**src/rtl/muldiv_pkg.sv**
```systemverilog
// Shared definitions for the iterative multiply/divide unit.
//   md_op_t    : EX-stage operation encodings (6/7 are no-ops)
//   md_state_t : control FSM states
//   md_mode_t  : datapath mode for a single iteration step
//   abs_w()    : conditional two's-complement negate over a wide bus;
//                callers zero-extend into it and truncate back to their width
package muldiv_pkg;

  // Widest bus abs_w() handles: covers the 2*WIDTH product for WIDTH <= 64.
  localparam int MD_MAX_W = 128;

  typedef enum logic [2:0] {
    MD_MULTU = 3'd0,
    MD_MULT  = 3'd1,
    MD_DIVU  = 3'd2,
    MD_DIV   = 3'd3,
    MD_MTHI  = 3'd4,
    MD_MTLO  = 3'd5
  } md_op_t;

  typedef enum logic [1:0] {
    MD_IDLE = 2'd0,
    MD_RUN  = 2'd1,
    MD_FIX  = 2'd2
  } md_state_t;

  typedef enum logic {
    MD_MODE_MUL = 1'b0,
    MD_MODE_DIV = 1'b1
  } md_mode_t;

  // Magnitude of v when neg marks it as negative. Used both to strip
  // operand signs and to re-apply result signs. Negation of a zero-extended
  // value truncates to the correct narrow two's complement.
  function automatic logic [MD_MAX_W-1:0] abs_w(input logic [MD_MAX_W-1:0] v,
                                                input logic                neg);
    return neg ? (~v + 1'b1) : v;
  endfunction

endpackage

```
**src/rtl/muldiv_step.sv**
```systemverilog
// One combinational iteration of the multiply/divide datapath.
//   acc      in  2*WIDTH  accumulator {upper, lower}
//   operand  in  WIDTH    multiplicand (mul) or divisor magnitude (div)
//   mode     in  1        MD_MODE_MUL: shift-add; MD_MODE_DIV: restoring trial-subtract
//   acc_nxt  out 2*WIDTH  accumulator after this iteration
// Mul: lower half starts as the multiplier and is shifted out LSB first while
//      the product builds from the top. Div: lower half starts as the dividend
//      and is shifted out MSB first while quotient bits shift in at the bottom.
module muldiv_step
  import muldiv_pkg::*;
#(
  parameter int WIDTH = 32
) (
  input  logic [2*WIDTH-1:0] acc,
  input  logic [WIDTH-1:0]   operand,
  input  md_mode_t           mode,
  output logic [2*WIDTH-1:0] acc_nxt
);

  logic [WIDTH:0] sum;
  logic [WIDTH:0] rem_sh;
  logic [WIDTH:0] diff;

  always_comb begin
    // Carry out of the add becomes the new MSB after the right shift.
    sum    = {1'b0, acc[2*WIDTH-1:WIDTH]} +
             {1'b0, (acc[0] ? operand : {WIDTH{1'b0}})};
    // Partial remainder after pulling in the next dividend bit; it can need
    // WIDTH+1 bits, so the borrow is the MSB of the WIDTH+1 difference.
    rem_sh = acc[2*WIDTH-1:WIDTH-1];
    diff   = rem_sh - {1'b0, operand};
    if (mode == MD_MODE_DIV) begin
      if (!diff[WIDTH])
        acc_nxt = {diff[WIDTH-1:0], acc[WIDTH-2:0], 1'b1};
      else
        acc_nxt = {rem_sh[WIDTH-1:0], acc[WIDTH-2:0], 1'b0};
    end else begin
      acc_nxt = {sum, acc[WIDTH-1:1]};
    end
  end

endmodule

```
**src/rtl/muldiv_hilo_unit.sv**
```systemverilog
// Iterative multiply/divide unit with architectural HI/LO for the EX stage.
//   clk, rst        clock / synchronous active-high reset
//   start, op       EX-stage op valid and encoding (md_op_t), sampled in IDLE
//   a, b            rs / rt operands
//   rd_req          EX holds MFHI/MFLO this cycle
//   flush           squash the in-flight op (beats start and the FIX write)
//   busy            op in progress (RUN or FIX)
//   done            one-cycle pulse after HI/LO were written by mult/div
//   stall_req       busy & (start | rd_req)
//   hi, lo          architectural HI/LO
// Timing: start at edge k -> RUN for WIDTH cycles -> FIX for 1 cycle ->
// HI/LO written at the FIX->IDLE edge, done high in cycle k+WIDTH+2.
// WIDTH must be even, >= 4 and <= 64.
module muldiv_hilo_unit
  import muldiv_pkg::*;
#(
  parameter int WIDTH = 32
) (
  input  logic             clk,
  input  logic             rst,
  input  logic             start,
  input  logic [2:0]       op,
  input  logic [WIDTH-1:0] a,
  input  logic [WIDTH-1:0] b,
  input  logic             rd_req,
  input  logic             flush,
  output logic             busy,
  output logic             done,
  output logic             stall_req,
  output logic [WIDTH-1:0] hi,
  output logic [WIDTH-1:0] lo
);

  localparam int            DW   = 2 * WIDTH;
  localparam int            CW   = $clog2(WIDTH + 1);
  localparam logic [CW-1:0] LAST = CW'(WIDTH - 1);

  md_state_t        state;
  logic [CW-1:0]    cnt;
  logic [DW-1:0]    acc;
  logic [DW-1:0]    acc_nxt;
  logic [WIDTH-1:0] mag_b;
  logic [WIDTH-1:0] a_raw;
  logic             sign_a, sign_b;
  md_op_t           op_q;

  // Issue-side decode on the raw inputs.
  logic             op_md, op_signed;
  logic [WIDTH-1:0] mag_a_in, mag_b_in;

  // Latched-op decode and FIX results.
  logic             is_div_q, is_signed_q;
  logic [DW-1:0]    prod;
  logic [WIDTH-1:0] quo, rem;
  logic [WIDTH-1:0] res_hi, res_lo;

  assign op_md     = !op[2];
  assign op_signed = (op == MD_MULT) || (op == MD_DIV);
  assign mag_a_in  = WIDTH'(abs_w(MD_MAX_W'(a), op_signed & a[WIDTH-1]));
  assign mag_b_in  = WIDTH'(abs_w(MD_MAX_W'(b), op_signed & b[WIDTH-1]));

  assign is_div_q    = (op_q == MD_DIVU) || (op_q == MD_DIV);
  assign is_signed_q = (op_q == MD_MULT) || (op_q == MD_DIV);

  assign busy      = (state != MD_IDLE);
  assign stall_req = busy & (start | rd_req);

  muldiv_step #(.WIDTH(WIDTH)) u_step (
    .acc     (acc),
    .operand (mag_b),
    .mode    (is_div_q ? MD_MODE_DIV : MD_MODE_MUL),
    .acc_nxt (acc_nxt)
  );

  // Sign correction; only consumed in FIX.
  always_comb begin
    prod   = DW'(abs_w(MD_MAX_W'(acc), is_signed_q & (sign_a ^ sign_b)));
    quo    = WIDTH'(abs_w(MD_MAX_W'(acc[WIDTH-1:0]), is_signed_q & (sign_a ^ sign_b)));
    rem    = WIDTH'(abs_w(MD_MAX_W'(acc[DW-1:WIDTH]), is_signed_q & sign_a));
    res_hi = prod[DW-1:WIDTH];
    res_lo = prod[WIDTH-1:0];
    if (is_div_q) begin
      if (mag_b == '0) begin
        // Divide by zero: defined result rather than whatever the loop left.
        res_lo = '1;
        res_hi = a_raw;
      end else begin
        // MIN / -1 falls out naturally: |MIN| = MIN, quotient sign positive.
        res_lo = quo;
        res_hi = rem;
      end
    end
  end

  always_ff @(posedge clk) begin
    if (rst) begin
      state  <= MD_IDLE;
      cnt    <= '0;
      acc    <= '0;
      mag_b  <= '0;
      a_raw  <= '0;
      sign_a <= 1'b0;
      sign_b <= 1'b0;
      op_q   <= MD_MULTU;
      hi     <= '0;
      lo     <= '0;
      done   <= 1'b0;
    end else begin
      done <= 1'b0;
      case (state)
        MD_IDLE: begin
          if (start && !flush) begin
            if (op_md) begin
              state  <= MD_RUN;
              cnt    <= '0;
              acc    <= {{WIDTH{1'b0}}, mag_a_in};
              mag_b  <= mag_b_in;
              a_raw  <= a;
              sign_a <= op_signed & a[WIDTH-1];
              sign_b <= op_signed & b[WIDTH-1];
              op_q   <= md_op_t'(op);
            end else if (op == MD_MTHI) begin
              hi <= a;
            end else if (op == MD_MTLO) begin
              lo <= a;
            end
          end
        end
        MD_RUN: begin
          if (flush) begin
            state <= MD_IDLE;
          end else begin
            acc <= acc_nxt;
            if (cnt == LAST) state <= MD_FIX;
            else             cnt   <= cnt + 1'b1;
          end
        end
        MD_FIX: begin
          state <= MD_IDLE;
          if (!flush) begin
            hi   <= res_hi;
            lo   <= res_lo;
            done <= 1'b1;
          end
        end
        default: state <= MD_IDLE;
      endcase
    end
  end

endmodule

```
**config.mk**
```make
export PLATFORM = sky130hd
export DESIGN_NAME = muldiv_hilo_unit
export DESIGN_NICKNAME = d
export VERILOG_FILES = /design/src/rtl/muldiv_pkg.sv /design/src/rtl/muldiv_step.sv /design/src/rtl/muldiv_hilo_unit.sv
export SDC_FILE = /design/constraint.sdc
export NUM_CORES = 1
export LEC_CHECK = 0
export ABC_AREA = 1
export CAP_MARGIN = 40
export CORE_MARGIN = 1.5
export CORE_UTILIZATION = 36
export DETAILED_ROUTE_END_ITERATION = 8
export PLACE_DENSITY = 0.5
export SLEW_MARGIN = 20
export SYNTH_ARGS = -nofsm -noshare
export SYNTH_HDL_FRONTEND = slang
export SYNTH_HIERARCHICAL = 1
export SYNTH_SLANG_ARGS = --single-unit
```
**constraint.sdc**
```tcl
create_clock -name clk -period 3.19 [get_ports clk]
set_input_delay 0.638 -clock clk [delete_from_list [all_inputs] [get_ports clk]]
set_output_delay 0.638 -clock clk [all_outputs]
set_load 0.02 [all_outputs]
```
==> summary.txt <==
Clock tree
  – CTS Buffer Depth: 3
  – Post-CTS sizing: 0
  – Clock root buffer: clkbuf_16
  – Clock transition at path regs: around 0.06 ns
  – CTS H-tree depth: 1
  – Clock latency on the worst-skew pair: around 0.58 ns
  – Hold buffers post-CTS: 0
  – Post-CTS setup buffers: 0
  – Total CTS buffers: 27
  – CTS tree: yes
  – # clock sinks: 205

Floorplanning
  – Initial Util: 36.7%
  – Site Rows: 84
  – Core area: ~53000 µm²
  – Die W: approximately 240 µm
  – Die height: ~240 µm
  – I/O pin cnt: ~140
  – Die Footprint: 55200 µm²

Worst setup path
  – Max FO, Critical Path: 16
  – FF-to-FF path depth: 19
  – Setup crit end kind: flip-flop
  – Reg-to-reg critical path endpoint: acc[37]
  – Worst endpoint required time: 3.63 ns
  – CP startpoint kind: flip-flop
  – Worst flop-to-flop path startpoint: acc[31]
  – Kind of critical path: flip-flop to flip-flop
  – CP arrival: approximately 3.4 ns
  – Flop2flop setup slack: 0.21 ns

Synth
  – Number of flops mapped to enable cells by yosys: 0
  – Synth area leader: dfxtp_1
  – Main synth FF type: dfxtp_1
  – Top-area cell type share of the netlist area: 21.2%
  – Seq cells post-synth: between 200 and 250
  – Cell Area, Synth: ~19000 µm²
  – Sequential fraction of the synthesis area: a little over a fifth
  – Asr flop ratio synth: 0%
  – Post-Syn Nets: 3645
  – Syn. warnings: 6
  – Synth area leaders: dfxtp_1 21%, nand2_1 21%, nor2_1 9.1%, inv_1 7.7%, a21oi_1 7.3%
  – Syn Inst Count: 3502
  – Library cells used by synthesis: 52
  – Post-synthesis average cell area: between 5 and 6 µm²

Timing
  – FMAX: roughly 340 MHz
  – Final setup fails: 0
  – Worst-Margin Slew: about 0.77 ns
  – Slew headroom: 48.7%
  – Clk_skew: 0.0247 ns
  – RSZ-0062 raised after global routing: no
  – Crit share post-route: between 90% and 100%
  – Final hold violation count: 0
  – Hold_ws: between 0.4 and 0.5 ns
  – Final Max Slew Viols: 0
  – Post-route setup TNS: 0 ns
  – Post-layout min period: between 2 and 3 ns

Min path
  – Min-Delay Startpoint: cnt[1]
  – Hold Path Sink: cnt[1]
  – Hold depth: 2
  – Hold Crit Class: flip-flop to flip-flop

Finish
  – Commonest non-fill, non-tap cell in the layout: nand2_1
  – Antenna Cells: 0
  – Share of layout cells above drive strength 1: around 6.8%
  – Most frequent cells in the layout: 1079 x nand2_1, 467 x nor2_1, 398 x inv_1, 283 x a21oi_1, 260 x nand3_1
  – Layout area overhead: 19.1%
  – Finished Core Util: between 40% and 50%
  – Nets: 3801
  – Fill count: 5873

Global route
  – Vias in the first global route: 21.8k
  – GRT Util Overall: between 30% and 40%
  – Largest net degree at the start of global routing: 105
  – Gr ovfl total: 0
  – First-pass GRT wire length: between 100 and 150 mm
  – Initial antenna violation count: 2

Power and ir drop
  – LEAKAGE: around 12 nW
  – PwrDens: approximately 400 nW/µm²
  – VDD IR-drop max: between 0.3 and 0.4 mV

Placement
  – Post-DP HPWL: roughly 75 mm
  – Buffers on Ports: 138
  – GP Congestion: 1.01

Route
  – Vias: between 20k and 25k
  – Routed wire length: approximately 94 mm
  – Antenna-violating nets left: 0
  – # DRC: 0
  – First drt pass iteration count: 6
  – 1st-iter DRT viols: about 2.8k
  – Vias/cell: approximately 5.5
  – WL per Instance: roughly 22 µm

Job
  – Max Cap Viol: 0

Outcome
  – Status: finished, final reports clean
worst max path at each step:
stage | start | end | slack [ns] | depth (start not counted)
floorplan | acc[0] | acc[43] | 0.64 | 17
global placement | a[1] | acc[20] | 0.02 | 12
detailed placement | acc[31] | acc[62] | 0.05 | 18
CTS | acc[31] | acc[62] | 0.05 | 18
global route | acc[31] | acc[37] | 0.04 | 19
finish | acc[31] | acc[37] | 0.21 | 19
report_power, final:
| part | internal [W] | switching (W) |
|---|---|---|
| Combinational | 0.000845 | 0.00193 |
| Sequential | 0.00270 | 0.000224 |
| Clock | 0.00220 | 0.00136 |
metal layers:
metal  share of wire (%)  up-vias  track usage (%)
met1                  48    11100             49.7
li1                    -    11500                -
met5               0.036        -                0
met4                 2.0        4             6.32
met3                  11      116             9.06
met2                  39     1101             46.0
metrics by stage:
step / worst slack (ns) / total power [W] / cell area (µm²) / instances
after floorplan: 0.645 / 0.00453 / 19400 / 3502
after global placement: 0.0239 / 0.00564 / 22000 / 4316
after detailed placement: 0.0473 / 0.00565 / 22100 / 4317
after CTS: 0.0461 / 0.00921 / 23100 / 4365
after global routing: 0.0390 / 0.00965 / 23100 / 4365
final: 0.211 / 0.00926 / 23100 / 4365
layout make-up:
class / count / area, µm² / share of cell area [%]
Sequential cell: 205 / 4110 / 17.8
Clock inverter: 17 / 290 / 1.26
Tap cell: 688 / 861 / 3.73
Clock buffer: 31 / 721 / 3.12
Multi-Input combinational cell: 2751 / 13200 / 57.1
Timing Repair Buffer: 259 / 2370 / 10.3
Inverter: 414 / 1560 / 6.74
sequential cells by signal (all words and copies together), names as in the netlist:
signal,flops
mag_b,32
hi,32
a_raw,32
cnt,6
op_q,2
lo,32
sign_b,1
sign_a,1
state,2
done,1
acc,64
critical path: stages, from the launching register on:
cell     delay (ns)
dfxtp_2        0.42
inv_1          0.12
ha_1           0.24
fa_1           0.44
inv_1          0.11
nand2_1        0.06
nand2_1        0.08
nand3_1        0.09
nand2_2        0.15
nand2_2        0.08
nand2_4        0.08
nand2_4        0.08
nand2_4        0.11
nand2_4        0.14
nand2_4        0.26
nand2_1        0.08
nand3_1        0.09
nand2_1        0.08
nand2_1        0.08
a21oi_1        0.06
synthesized netlist by cell type (all sizes together), types with 9 or more instances:
library cell	n
nand4	32
inv	412
or2	13
buf	37
nor3	36
o211ai	16
ha	69
xor2	58
nand3	263
clkbuf	95
xnor2	22
dfxtp	205
nand2	1105
nor2	479
a21oi	287
o21ai	285
nand3b	25
o21bai	9
kinds of logic after synthesis:
family	count (synthesis)	synth area share, %
simple gates	1967	42.3
buf+inv	546	11.0
xor+xnor	80	3.61
flops	205	21.2
fa+ha+maj	71	4.66
compound gates	633	17.2
No activity file was read; power rests on OpenSTA's default activity.
